===== config.mk =====
export PLATFORM = sky130hd
export DESIGN_NAME = sync_cnt_seq_ctrl
export DESIGN_NICKNAME = d
export VERILOG_FILES = /design/src/rtl/sync_cnt_seq_ctrl_pkg.sv /design/src/rtl/sync_cnt_core.sv /design/src/rtl/sync_cnt_seq_ctrl.sv
export SDC_FILE = /design/constraint.sdc
export NUM_CORES = 1
export LEC_CHECK = 0
export BUFFER_PORTS_ARGS = -buffer_cell sky130_fd_sc_hd__buf_2
export CAP_MARGIN = 25
export CORE_AREA = 3 3 40 42
export DETAILED_ROUTE_END_ITERATION = 8
export DIE_AREA = 0 0 43 45
export GPL_ROUTABILITY_DRIVEN = 0
export PLACE_DENSITY = 0.72
export SYNTH_ARGS = -nofsm -noshare
export SYNTH_HDL_FRONTEND = slang
export SYNTH_SLANG_ARGS = --single-unit
export TNS_END_PERCENT = 5

===== constraint.sdc =====
create_clock -name CLK -period 3.8 [get_ports CLK]
set_input_delay 0.19 -clock CLK [delete_from_list [all_inputs] [get_ports CLK]]
set_output_delay 0.19 -clock CLK [all_outputs]
set_load 0.01 [all_outputs]

===== src/rtl/sync_cnt_seq_ctrl_pkg.sv =====
// Shared constants, state encoding and the terminal-value helper for the
// sync_cnt_seq_ctrl counter controller and its datapath.
package sync_cnt_seq_ctrl_pkg;

   localparam int          W       = 3;
   localparam logic [W-1:0] DEF_MOD = 3'd7;

   localparam logic [1:0] ST_IDLE   = 2'd0;
   localparam logic [1:0] ST_RUN    = 2'd1;
   localparam logic [1:0] ST_PAUSED = 2'd2;

   typedef enum logic [1:0] {
      S_IDLE   = ST_IDLE,
      S_RUN    = ST_RUN,
      S_PAUSED = ST_PAUSED
   } state_t;

   // A programmed terminal value of zero selects the default modulus.
   function automatic logic [W-1:0] eff_mod(input logic [W-1:0] v);
      return (v == '0) ? DEF_MOD : v;
   endfunction

endpackage


===== src/rtl/sync_cnt_core.sv =====
// W-bit falling-edge binary counter; CLR beats EN, one edge latency, no backpressure.
module sync_cnt_core
   import sync_cnt_seq_ctrl_pkg::*;
(
   input  logic         CLK,
   input  logic         RST_N,
   input  logic         EN,
   input  logic         CLR,
   output logic [W-1:0] Q
);

   always_ff @(negedge CLK) begin
      if (!RST_N)
         Q <= '0;
      else if (CLR)
         Q <= '0;
      else if (EN)
         Q <= Q + W'(1);
   end

endmodule


===== src/rtl/sync_cnt_seq_ctrl.sv =====
// Run controller turning sync_cnt_core into a one-shot or continuous modulo-N timer;
// all outputs registered on the falling edge, one edge from input to effect, no backpressure.
module sync_cnt_seq_ctrl
   import sync_cnt_seq_ctrl_pkg::*;
(
   input  logic         CLK,
   input  logic         RST_N,
   input  logic         START,
   input  logic         STOP,
   input  logic         PAUSE,
   input  logic         MODE,
   input  logic [W-1:0] MOD_VAL,
   output logic [W-1:0] Q,
   output logic         RUN,
   output logic         TC,
   output logic         DONE
);

   state_t       state;
   logic [W-1:0] mod_r;
   logic         mode_r;
   logic         en;
   logic         clr;

   // Counter controls are decoded from the current state so Q moves on the
   // same edge as the state transition that requests it.
   always_comb begin
      en  = 1'b0;
      clr = 1'b0;
      case (state)
         S_IDLE:   clr = START && !STOP && !PAUSE;
         S_RUN: begin
            if (STOP)
               clr = 1'b1;
            else if (!PAUSE) begin
               if (Q == mod_r)
                  clr = 1'b1;
               else
                  en = 1'b1;
            end
         end
         S_PAUSED: clr = STOP;
         default:  clr = 1'b1;
      endcase
   end

   sync_cnt_core u_core (
      .CLK   (CLK),
      .RST_N (RST_N),
      .EN    (en),
      .CLR   (clr),
      .Q     (Q)
   );

   always_ff @(negedge CLK) begin
      if (!RST_N) begin
         state  <= S_IDLE;
         RUN    <= 1'b0;
         TC     <= 1'b0;
         DONE   <= 1'b0;
         mod_r  <= DEF_MOD;
         mode_r <= 1'b0;
      end else begin
         TC   <= 1'b0;
         DONE <= 1'b0;
         case (state)
            S_IDLE: begin
               if (START && !STOP && !PAUSE) begin
                  mod_r  <= eff_mod(MOD_VAL);
                  mode_r <= MODE;
                  RUN    <= 1'b1;
                  state  <= S_RUN;
               end
            end
            S_RUN: begin
               if (STOP) begin
                  RUN   <= 1'b0;
                  state <= S_IDLE;
               end else if (PAUSE) begin
                  state <= S_PAUSED;
               end else if (Q == mod_r) begin
                  TC <= 1'b1;
                  if (!mode_r) begin
                     RUN   <= 1'b0;
                     DONE  <= 1'b1;
                     state <= S_IDLE;
                  end
               end
            end
            S_PAUSED: begin
               if (STOP) begin
                  RUN   <= 1'b0;
                  state <= S_IDLE;
               end else if (!PAUSE) begin
                  state <= S_RUN;
               end
            end
            default: begin
               RUN   <= 1'b0;
               state <= S_IDLE;
            end
         endcase
      end
   end

endmodule

==> metrics.md <==
| Metric | Value |
|---|---|
| Placed instance area | 703 um^2 |
| Unique masters post-synth | 32 |
| Initial DRT Pass Iterations | 4 |
| Clk_lat worst skew | 0.35 ns |
| H-tree depth | 1 |
| R2r startpoint | state[0] |
| Die area | 1940 um^2 |
| Die Ht | 45 um |
| Clock Power Share | 0.428 |
| Io pins | 15 |
| #FFs+latches synth | 12 |
| Final Util | 0.597 |
| Final Skew | 0.0243 ns |
| Mapped Cells | 74 |
| Worst reg2reg path endpoint | u_core.Q[2] |
| Pwr Density | 379 nW/um^2 |
| Synth area leaders | dfxtp_1 (38%), nor2_1 (7.1%), xor2_1 (5.5%) |
| Clk buf depth | 2 |
| Max Cap Viol | 0 |
| Max-slew violations | 0 |
| Cell count of the worst reg-to-reg path | 3 |
| Initial Utilization | 0.494 |
| Hold Buf Count CTS | 0 |
| Critical path type | in2reg |
| Outcome | finished, final reports clean |
| Dpl hpwl | 979 um |
| Remaining antenna violation count | 0 |
| Pint | 0.000198 W |
| Die width | 43 um |
| Tot GR Track Use | 0.166 |
| Largest net degree at the start of global routing | 12 |
| Actual slew at the worst max-slew pin | 0.492 ns |
| Critical path endpoint category | flip-flop |
| Critical path required time | 2.16 ns |
| Slew margin rel. | 0.670 |
| Avg Vias per Cell | 5.61 |
| WL/cell | 12.0 um |
| Startpoint Class | input pin |
| Wirelength, routed | 1370 um |
| RSZ-0062 raised after global routing | no |
| Fin area | 767 um^2 |
| # resized after CTS | 0 |
| Via count | 640 |
| CTS clock-pin slew for the worst setup and hold paths | 0.03 ns |
| Post-synthesis sequential area ratio | 0.379 |
| Setup crit start | STOP |
| Total power draw | 0.000291 W |
| DRC Markers | 0 |
| Share of cells above drive strength 1 | 0.212 |
| Reg power frac | 0.468 |
| Hold WS | 0.490 ns |
| Yosys top cell area share | 0.379 |
| Final Hold Viols | 0 |
| Initial detailed-routing violation count | 3 |
| Post-Syn Nets | 84 |
| Root Driver | clkbuf_4 |
| Dominant synthesized flop cell | dfxtp_1 |
| ANT cells | 0 |
| Sw Ratio | 0.320 |
| Max FO, Critical Path | 10 |
| Setup crit end | u_core.Q[0] |
| Final setup vio count | 0 |
| Critical Path AT | 1.40 ns |
| Mean area per synthesized cell | 8.57 um^2 |
| Area grow syn2layout | 20.9% |
| Yosys warnings | 0 |
| CTS buffer count | 3 |
| Final net count | 111 |
| Sw Pwr | 0.0000930 W |
| Clock sink count | 12 |
| TritonCTS clock tree | yes |
| Number of global-route vias before repair | 605 |
| Post-synth top area cell | dfxtp_1 |
| Async SR Flop Fraction | 0 |
| TNS Setup | 0 ns |
| Synthesized area | 634 um^2 |
| First-pass GRT wire length | 2370 um |
| Setup Fix Bufs, Post-CTS | 0 |
| R2R Setup Slk | 2.14 ns |
| HP Class | reg2reg |
| Site row count | 13 |
| Port bufs | 14 |
| Number of synthesized flops with an enable pin | 0 |
| Core Box Area | 1280 um^2 |
| Initial antenna violation count | 0 |
| Logic pwr share | 0.104 |
| Total global routing overflow | 0 |
| Max rail drop VDD | 0.238 mV |
| Pleak | 0.407 nW |
-- worst min path at each step --
stage	cells past startpoint	to	from	slack (ns)
2_1_floorplan	1	DONE	mode_r	0.43
5_1_grt	1	DONE	mode_r	0.51
6_report	2	mod_r[1]	mod_r[1]	0.49
3_3_place_gp	1	DONE	mode_r	0.46
3_5_place_dp	2	mod_r[1]	mod_r[1]	0.49
4_1_cts	2	mod_r[1]	mod_r[1]	0.50
-- power by group through the flow --
stage	logic, W	registers, W	clock network, W
2_1_floorplan	0.0000221	0.000135	0.0000210
3_3_place_gp	0.0000293	0.000138	0.0000210
3_5_place_dp	0.0000300	0.000138	0.0000210
4_1_cts	0.0000305	0.000136	0.000133
5_1_grt	0.0000348	0.000136	0.000146
6_report	0.0000303	0.000136	0.000124
-- flip-flops by register name, summed over array words and instances (netlist names) --
| signal | flops |
|---|---|
| state | 2 |
| mod_r | 3 |
| TC | 1 |
| mode_r | 1 |
| DONE | 1 |
| RUN | 1 |
| u_core.Q | 3 |
-- critical path, cell delays in order --
cell,delay [ns]
buf_2,0.16
nor4b_1,0.42
o31ai_1,0.23
mux2_2,0.31
nor2_1,0.09
-- cell usage in the layout (no fill, tap or decap), types with 2 or more instances in the layout --
| master | Yosys | layout |
|---|---|---|
| a21oi_1 | 2 | 2 |
| a31oi_1 | 2 | 2 |
| and3_1 | 2 | 2 |
| buf_2 | 1 | 14 |
| clkbuf_4 | 0 | 3 |
| dfxtp_1 | 12 | 12 |
| inv_1 | 3 | 14 |
| mux2i_1 | 2 | 2 |
| nand2_1 | 7 | 7 |
| nor2_1 | 12 | 12 |
| nor2b_1 | 2 | 2 |
| nor3_1 | 2 | 2 |
| o211ai_1 | 3 | 3 |
| o21ai_0 | 2 | 2 |
| xor2_1 | 4 | 4 |
-- layout make-up --
class	instances	area [um^2]
Clock buffer	3	22.5
Multi-Input combinational cell	56	363
Sequential cell	12	240
Inverter	2	7.51
Clock inverter	12	45.0
Timing Repair Buffer	14	70.1
Fill cell	125	518
Tap cell	15	18.8
-- synth_stat cells, drive strengths merged (2+ instances only) --
library cell	n
a21oi	2
a31oi	2
and3	2
buf	2
dfxtp	12
inv	3
mux2i	2
nand2	7
nor2	12
nor2b	2
nor3	2
o211ai	3
o21ai	2
xor2	4
-- routing by layer --
layer  track usage  share of wire
met5             0              0
met4         0.133          0.030
met3        0.0797          0.080
met2         0.260           0.47
met1         0.170           0.42
-- cell families (layout without fill, tap and decap cells) --
logic type	count (synthesis)	after routing	synth area share
fa+ha+maj	1	1	0.0197
buf+inv	6	31	0.0493
mux	3	3	0.0493
simple gates	33	33	0.274
xor+xnor	4	4	0.0552
compound gates	15	15	0.174
flops	12	12	0.379
-- through the flow --
| stage | setup slack, ns | instances |
|---|---|---|
| after floorplan | 0.662 | 74 |
| after global placement | 0.485 | 100 |
| after detailed placement | 0.415 | 100 |
| after CTS | 0.756 | 114 |
| after global routing | 0.673 | 114 |
| final | 0.754 | 114 |
(Power assumes the default switching activity.)
